<file path="config.mk">
export PLATFORM = sky130hd
export DESIGN_NAME = tamper_ctrl
export DESIGN_NICKNAME = d
export VERILOG_FILES = /design/src/rtl/tamper_ctrl.sv
export SDC_FILE = /design/constraint.sdc
export NUM_CORES = 1
export LEC_CHECK = 0
export CAP_MARGIN = 40
export CORE_ASPECT_RATIO = 2
export CORE_MARGIN = 2
export CORE_UTILIZATION = 50
export DETAILED_ROUTE_END_ITERATION = 8
export PLACE_DENSITY = 0.77
export SYNTH_ARGS = -nofsm -noshare
export SYNTH_HDL_FRONTEND = slang
export SYNTH_SLANG_ARGS = --single-unit
</file>
<file path="constraint.sdc">
create_clock -name clk_i -period 3.5 [get_ports clk_i]
set_clock_uncertainty 0.2 [all_clocks]
set_input_delay 0.7 -clock clk_i [delete_from_list [all_inputs] [get_ports clk_i]]
set_output_delay 0.7 -clock clk_i [all_outputs]
set_load 0.005 [all_outputs]
</file>
<file path="src/rtl/tamper_ctrl.sv">
// In-line serial monitor tamper controller: passes the stream through with one
// cycle of latency and XOR-corrupts the byte following a programmed trigger byte.
module tamper_ctrl #(
    parameter int unsigned BYTE_W = 8,
    parameter int unsigned HIT_W  = 4
) (
    input  logic              clk_i,
    input  logic              rst_i,
    input  logic              serial_in_i,
    input  logic              start_i,
    input  logic              enable_i,
    input  logic              arm_i,
    input  logic              disarm_i,
    input  logic              one_shot_i,
    input  logic [BYTE_W-1:0] match_byte_i,
    input  logic [BYTE_W-1:0] flip_mask_i,
    output logic              serial_out_o,
    output logic              start_o,
    output logic              enable_o,
    output logic              match_o,
    output logic              corrupt_o,
    output logic              armed_o,
    output logic [HIT_W-1:0]  hit_count_o
);

    localparam int unsigned    IDX_W    = (BYTE_W > 1) ? $clog2(BYTE_W) : 1;
    localparam logic [IDX_W-1:0] LAST_IDX = IDX_W'(BYTE_W - 1);
    localparam logic [HIT_W-1:0] HIT_MAX  = '1;

    typedef enum logic [2:0] {
        S_IDLE,
        S_ARMED,
        S_HUNT,
        S_CORRUPT,
        S_DONE
    } state_e;

    state_e            state_q, state_d;
    logic [IDX_W-1:0]  idx_q, idx_d;
    logic [BYTE_W-1:0] shift_q, shift_d;
    logic [BYTE_W-1:0] match_q, match_d;
    logic [BYTE_W-1:0] mask_q, mask_d;
    logic              one_shot_q, one_shot_d;
    logic [HIT_W-1:0]  hits_q, hits_d;
    logic              ser_q, ser_d;
    logic              start_q, start_d;
    logic              en_q, en_d;
    logic              match_pulse_q, match_pulse_d;
    logic              corrupt_q, corrupt_d;
    logic              armed_q, armed_d;

    logic              restart;
    logic [IDX_W-1:0]  cur_idx;
    logic              byte_done;
    logic [BYTE_W-1:0] byte_val;
    logic              flip;
    logic              capture;

    // Bit framing, FSM and registered output values
    always_comb begin
        restart   = enable_i & start_i;
        cur_idx   = restart ? '0 : idx_q;
        byte_done = enable_i & (cur_idx == LAST_IDX);
        byte_val  = BYTE_W'({shift_q, serial_in_i});

        state_d       = state_q;
        idx_d         = idx_q;
        shift_d       = shift_q;
        match_d       = match_q;
        mask_d        = mask_q;
        one_shot_d    = one_shot_q;
        hits_d        = hits_q;
        match_pulse_d = 1'b0;
        corrupt_d     = 1'b0;
        flip          = 1'b0;
        capture       = 1'b0;

        if (!enable_i) begin
            idx_d = '0;
        end else begin
            idx_d   = byte_done ? '0 : cur_idx + IDX_W'(1);
            shift_d = byte_val;
        end

        if (disarm_i) begin
            state_d = S_IDLE;
        end else begin
            case (state_q)
                S_IDLE, S_DONE: begin
                    if (arm_i) begin
                        state_d = S_ARMED;
                        capture = 1'b1;
                    end
                end
                S_ARMED: begin
                    if (arm_i) begin
                        capture = 1'b1;
                    end else if (restart) begin
                        state_d = S_HUNT;
                    end
                end
                S_HUNT: begin
                    if (!enable_i) begin
                        state_d = S_ARMED;
                    end else if (byte_done && (byte_val == match_q)) begin
                        state_d       = S_CORRUPT;
                        match_pulse_d = 1'b1;
                    end
                end
                S_CORRUPT: begin
                    if (!enable_i) begin
                        state_d = S_ARMED;
                    end else if (restart) begin
                        state_d = S_HUNT;
                    end else begin
                        // Victim bits never feed the matcher; the next byte is hunted afresh
                        flip      = mask_q[LAST_IDX - cur_idx];
                        corrupt_d = 1'b1;
                        if (byte_done) begin
                            hits_d  = (hits_q == HIT_MAX) ? hits_q : hits_q + HIT_W'(1);
                            state_d = one_shot_q ? S_DONE : S_HUNT;
                        end
                    end
                end
                default: state_d = S_IDLE;
            endcase
        end

        if (capture) begin
            match_d    = match_byte_i;
            mask_d     = flip_mask_i;
            one_shot_d = one_shot_i;
            hits_d     = '0;
        end

        ser_d   = serial_in_i ^ flip;
        start_d = start_i;
        en_d    = enable_i;
        armed_d = (state_d != S_IDLE);
    end

    always_ff @(posedge clk_i or posedge rst_i) begin
        if (rst_i) begin
            state_q       <= S_IDLE;
            idx_q         <= '0;
            shift_q       <= '0;
            match_q       <= '0;
            mask_q        <= '0;
            one_shot_q    <= 1'b0;
            hits_q        <= '0;
            ser_q         <= 1'b0;
            start_q       <= 1'b0;
            en_q          <= 1'b0;
            match_pulse_q <= 1'b0;
            corrupt_q     <= 1'b0;
            armed_q       <= 1'b0;
        end else begin
            state_q       <= state_d;
            idx_q         <= idx_d;
            shift_q       <= shift_d;
            match_q       <= match_d;
            mask_q        <= mask_d;
            one_shot_q    <= one_shot_d;
            hits_q        <= hits_d;
            ser_q         <= ser_d;
            start_q       <= start_d;
            en_q          <= en_d;
            match_pulse_q <= match_pulse_d;
            corrupt_q     <= corrupt_d;
            armed_q       <= armed_d;
        end
    end

    assign serial_out_o = ser_q;
    assign start_o      = start_q;
    assign enable_o     = en_q;
    assign match_o      = match_pulse_q;
    assign corrupt_o    = corrupt_q;
    assign armed_o      = armed_q;
    assign hit_count_o  = hits_q;

endmodule
</file>
==> results.cfg, run 1 <==
[run_status]
status = completed

[worst_setup_path]
path_class = in2reg
r2r_slack_ps = 1350
endpoint_kind = flop
cp_max_fo = 6
startpoint_type = input pin
crit_arrival_ps = 2790
critPathRequiredTime_ps = 3470

[sta]
tns_ps = 0
hold_ws_ps = 289
fmax_ghz = 0.355
tightest_slew_ps = 493
hold_viol_final = 0
timing.final.crit_share_pct = 80.5
drv_slew = 0
post-route-min-period_ps = 2820
grt_setup_unrepaired = no
slew_headroom_pct = 67.1
setup_viol = 0

[route]
wl_met3_microns = 108
drc = 0
top_layer = met4
vias_per_cell = 5.28
firstDrtPassIters = 4
postRouteAntennaNets = 0
drtIter0Drc = 17
wl_met2_microns = 1990
routed_wl_microns = 3460
wl_per_cell_microns = 15.1
met1Wirelength_microns = 1270
via_count = 1210

[flow_run]
max-cap-violations = 0

[final_layout]
final_layout_size_suffix_gt1_share_pct = 11.0
synthToLayoutAreaGrowth_pct = 28.5
nNetsFinal = 208
antenna_cells = 0
utilization_pct = 66.9

[global_routing]
grt_pass1_vias = 1268
grt_usage_pct = 19.4
grt_max_degree = 41
grt-ovfl-total = 0
antenna_found_initial = 0
grt_pass1_wl_microns = 5640

[floorplanning]
fp.dieH_microns = 88.4
core-area_sq_um = 3420
row_count = 30
dieWidth_microns = 46.2
ios = 34
die_area_sq_um = 4080
initial_core_util_pct = 52.1

[power]
internal-power_uw = 785
leakagePower_nw = 1.00
power.density_nw_per_um2 = 454
p_switching_uw = 253
pwr-share-comb_pct = 14.7
power.share.sequential_pct = 53.9
p_clk_share_pct = 31.4
switching_share_pct = 24.4
ir_worst_vdd_mv = 0.356

[clock_network]
htreeDepth = 2
cts_inserted_buffers = 5
post-cts-setup-buffers = 0
cts_buffer_depth = 2
cts_resized = 0
clk_latency_ps = 290
cts.sinks = 40
root_buffer = clkbuf_8
cts_hold_buf = 0
cts_tree = built
clk_pin_slew_ps = 70

[synthesis]
yosys.area.top_type = dfrtp_1
syn_nets = 168
ys_types = 29
synthTopCellsByArea = dfrtp_1 (56%), mux2_1 (11%), xor2_1 (5.9%)
synth.yosys.seq_area_share_pct = 56.3
synth_area_sq_um = 1780
syn_inst = 141
avgSynthCellArea_sq_um = 12.6
synth_warnings = 0
synth-seq-cells = 40
yosysTopAreaCellShare_pct = 56.3

[placed_design]
gp_congestion = 0.817
io_buffer_count = 33
dp_hpwl_microns = 2620

[worst_hold_path]
hp-class = reg2reg
## flip-flops by register name, indices dropped and copies added, names as in the netlist
register      cells
state_q           3
one_shot_q        1
start_o           1
match_o           1
armed_o           1
hit_count_o       4
mask_q            8
serial_out_o      1
shift_q           7
enable_o          1
match_q           8
idx_q             3
corrupt_o         1
## per-layer routing
layer  vias to the layer above  GRT usage (%)
li1                        569              -
met1                       604           19.5
met2                        28           35.0
met3                         9           4.90
met4                         0           9.35
met5                         -              0
## per-stage QoR
step / cell area (sq um) / cells / worst slack [ps] / total power, mW
floorplan: 1780 / 141 / 1130 / 0.655
global placement: 2190 / 222 / 456 / 0.716
detailed placement: 2190 / 222 / 388 / 0.725
CTS: 2290 / 229 / 692 / 1.05
global route: 2290 / 229 / 542 / 1.09
finish: 2290 / 229 / 684 / 1.04
## power by group through the flow
stage	Combinational, mW	Sequential, mW	Clock [mW]
global route	0.169	0.567	0.350
global placement	0.150	0.566	0
floorplan	0.0983	0.556	0
CTS	0.156	0.560	0.336
detailed placement	0.155	0.570	0
finish	0.153	0.560	0.326
## worst paths after layout
kind	start	depth (start not counted)	end
setup / recovery	start_i	9	armed_o
hold / removal	mask_q[3]	1	mask_q[3]
max in group asynchronous	rst_i	3	one_shot_q
setup reg to reg	idx_q[0]	7	armed_o
hold reg to reg	mask_q[3]	1	mask_q[3]
min in group asynchronous	rst_i	3	mask_q[1]
## area by class of cell
type,count,area [sq um]
inverters,5,18.8
clock buffers,7,96.3
well taps,48,60.1
fillers,256,1130
repair buffers,36,353
multi-input cells,93,757
flip-flops and latches,40,1000
## cells in the mapped netlist
master and instances:
mux4_2 1, mux2_2 7, a21boi_1 1, inv_1 5
a2111oi_2 1, and2_1 2, or3_1 1, nand3b_1 2
and3_1 1, nor4_1 3, nand2_1 5, or2_1 1
xor2_1 12, o2111ai_1 1, nor3_2 1, ha_1 3
dfrtp_1 40, a32oi_1 1, nand2b_1 4, a31oi_1 2
mux2i_1 2, nor2_1 11, buf_2 3, o21ai_0 2
a21oi_1 5, a211o_1 1, nand3_1 5, mux2_1 17
nor3b_1 1
## critical path: stages
cell             delay, ps
clkdlybuf4s50_1        540
nand2_1                160
and2_1                 210
ha_1                   180
ha_1                   270
nor3b_1                160
nand3_1                 90
a31oi_1                100
or3_1                  370
## cells in the final DEF (no fill, tap or decap), drive strengths merged, types with 3 or more instances in the layout
cell / instances
dfrtp: 40
clkdlybuf4s50: 33
mux2: 24
xor2: 12
nor2: 11
clkbuf: 7
inv: 5
nand2: 5
nand3: 5
a21oi: 5
nand2b: 4
nor4: 3
ha: 3
buf: 3
## kinds of logic (layout without fill, tap and decap cells)
| group | Yosys count | in the layout | synth area share (%) |
|---|---|---|---|
| multiplexers | 27 | 27 | 17.6 |
| flip-flops | 40 | 40 | 56.3 |
| AO/OA/AOI/OAI | 14 | 14 | 5.41 |
| AND/OR/NAND/NOR | 37 | 37 | 10.8 |
| adder cells (fa/ha/maj) | 3 | 3 | 2.11 |
| buffers and inverters | 8 | 48 | 1.90 |
| XOR/XNOR | 12 | 12 | 5.91 |
Note: power is estimated with default switching activity, not from simulation.
==> run 2, diff against run 1 <==
--- a/config.mk
+++ b/config.mk
@@ -8,9 +8,9 @@
 export CAP_MARGIN = 40
 export CORE_ASPECT_RATIO = 2
 export CORE_MARGIN = 2
-export CORE_UTILIZATION = 50
+export CORE_UTILIZATION = 46
 export DETAILED_ROUTE_END_ITERATION = 8
-export PLACE_DENSITY = 0.77
+export PLACE_DENSITY = 0.75
 export SYNTH_ARGS = -nofsm -noshare
 export SYNTH_HDL_FRONTEND = slang
 export SYNTH_SLANG_ARGS = --single-unit
==> constraint.sdc (replaced) <==
create_clock -name clk_i -period 2.54 [get_ports clk_i]
set_clock_uncertainty 0.2 [all_clocks]
set_input_delay 0.508 -clock clk_i [delete_from_list [all_inputs] [get_ports clk_i]]
set_output_delay 0.508 -clock clk_i [all_outputs]
set_load 0.005 [all_outputs]
==> results.cfg, run 2 (same netlist as run 1, synthesis figures left out) <==
[final_layout]
final_common_cell = dfrtp_1
utilization_pct = 62.1
multi_input_area_sq_um = 757
final_cell_mix = dfrtp_1 (40), clkdlybuf4s50_1 (33), mux2_1 (17), xor2_1 (12), nor2_1 (11)
n_fill_cell = 335
regArea_sq_um = 1000
final_layout_size_suffix_gt1_share_pct = 13.9
reg_top3 = mask_q (8), match_q (8), shift_q (7)
antenna_cells = 0
nNetsFinal = 213
synthToLayoutAreaGrowth_pct = 31.3

[floorplanning]
die_area_sq_um = 4410
fp.dieH_microns = 92.0
ios = 34
core-area_sq_um = 3760
initial_core_util_pct = 47.3
row_count = 32
dieWidth_microns = 48.0

[clock_network]
post-cts-setup-buffers = 0
clk_latency_ps = 290
cts_buffer_depth = 2
root_buffer = clkbuf_8
cts.sinks = 40
cts_inserted_buffers = 5
htreeDepth = 2
clk_pin_slew_ps = 70
cts_resized = 0
cts_tree = built
cts_hold_buf = 0

[global_routing]
grt_pass1_wl_microns = 5690
grt_usage_pct = 18.0
antenna_found_initial = 0
grt_pass1_vias = 1304
grt-ovfl-total = 0
grt_max_degree = 41

[worst_setup_path]
startpoint_type = input pin
endpoint_kind = flop
path_class = in2reg
critPathRequiredTime_ps = 2510
crit_arrival_ps = 2390
cp_max_fo = 3

[route]
routed_wl_microns = 3360
wl_met3_microns = 160
drc = 0
top_layer = met4
postRouteAntennaNets = 0
wl_per_cell_microns = 14.1
met1Wirelength_microns = 1390
wl_met2_microns = 1730
vias_per_cell = 5.23
via_count = 1244
firstDrtPassIters = 4
drtIter0Drc = 15

[power]
leakagePower_nw = 1.03
p_switching_uw = 350
pwr-share-comb_pct = 15.0
internal-power_mw = 1.06
power.share.sequential_pct = 54.6
power.density_nw_per_um2 = 604
ir_worst_vdd_mv = 0.428
p_clk_share_pct = 30.4
switching_share_pct = 24.8

[placed_design]
gp_congestion = 0.878
io_buffer_count = 33
dp_hpwl_microns = 2360
place_ws_ps = -170

[run_status]
status = completed

[sta]
post-route-min-period_ps = 2420
tightest_slew_ps = 497
timing.final.crit_share_pct = 95.4
fmax_ghz = 0.413
drv_slew = 0
grt_setup_unrepaired = no
setup_ws_ps = 117
slew_headroom_pct = 66.9
setup_viol = 0
hold_viol_final = 0

[worst_hold_path]
hp-class = reg2reg

[flow_run]
max-cap-violations = 0
==> run 2: cell count changes in the layout (fill, tap and decap cells not counted) <==
cell and change:
clkinv_2 +2, buf_12 +1, buf_4 +4, clkbuf_8 -1
==> run 2: path summary, 6_finish.rpt <==
check,endpoint,start,slack [ps],depth (start not counted)
max,armed_o,start_i,120,9
min,mask_q[1],mask_q[1],290,1
max reg2reg,armed_o,idx_q[0],430,8
min reg2reg,mask_q[1],mask_q[1],290,1
max in group asynchronous,hit_count_o[0],rst_i,1370,3
min in group asynchronous,one_shot_q,rst_i,430,3
==> run 2: layout make-up <==
class                   count  share of cell area, %
clock buffers               6                   3.54
clock inverters             2                  0.428
inverters                   5                  0.803
multi-input cells          93                   32.4
flip-flops and latches     40                   42.8
well taps                  51                   2.73
repair buffers             41                   17.2
==> run 2: critical path, stage by stage <==
cell and delay (ps):
clkdlybuf4s50_1 480, nand2_1 80, and2_1 180, ha_1 190, ha_1 230, nor3b_1 150, nand3_1 110, a31oi_1 110
or3_1 370
==> run 2: power groups by stage <==
| stage | clock network (mW) | logic, mW | registers (mW) |
|---|---|---|---|
| after floorplan | 0 | 0.135 | 0.767 |
| after global placement | 0 | 0.209 | 0.780 |
| after detailed placement | 0 | 0.214 | 0.782 |
| after CTS | 0.452 | 0.216 | 0.771 |
| after global routing | 0.467 | 0.235 | 0.782 |
| final | 0.429 | 0.212 | 0.770 |
==> run 2: through the flow <==
| stage | hold slack, ps | cell area [sq um] | power [mW] | cells | TNS, ps |
|---|---|---|---|---|---|
| 3_5_place_dp | 275 | 2240 | 0.996 | 230 | -527 |
| 3_3_place_gp | 266 | 2240 | 0.988 | 230 | -277 |
| 2_1_floorplan | 252 | 1780 | 0.902 | 141 | 0 |
| 5_1_grt | 312 | 2340 | 1.48 | 238 | 0 |
| 6_report | 289 | 2340 | 1.41 | 238 | 0 |
| 4_1_cts | 293 | 2340 | 1.44 | 238 | 0 |
==> run 2: per-layer routing <==
metal / vias to the layer above / GRT usage (%)
li1: 578 / -
met1: 619 / 23.3
met2: 41 / 27.7
met3: 6 / 3.54
met4: 0 / 8.78
met5: - / 0
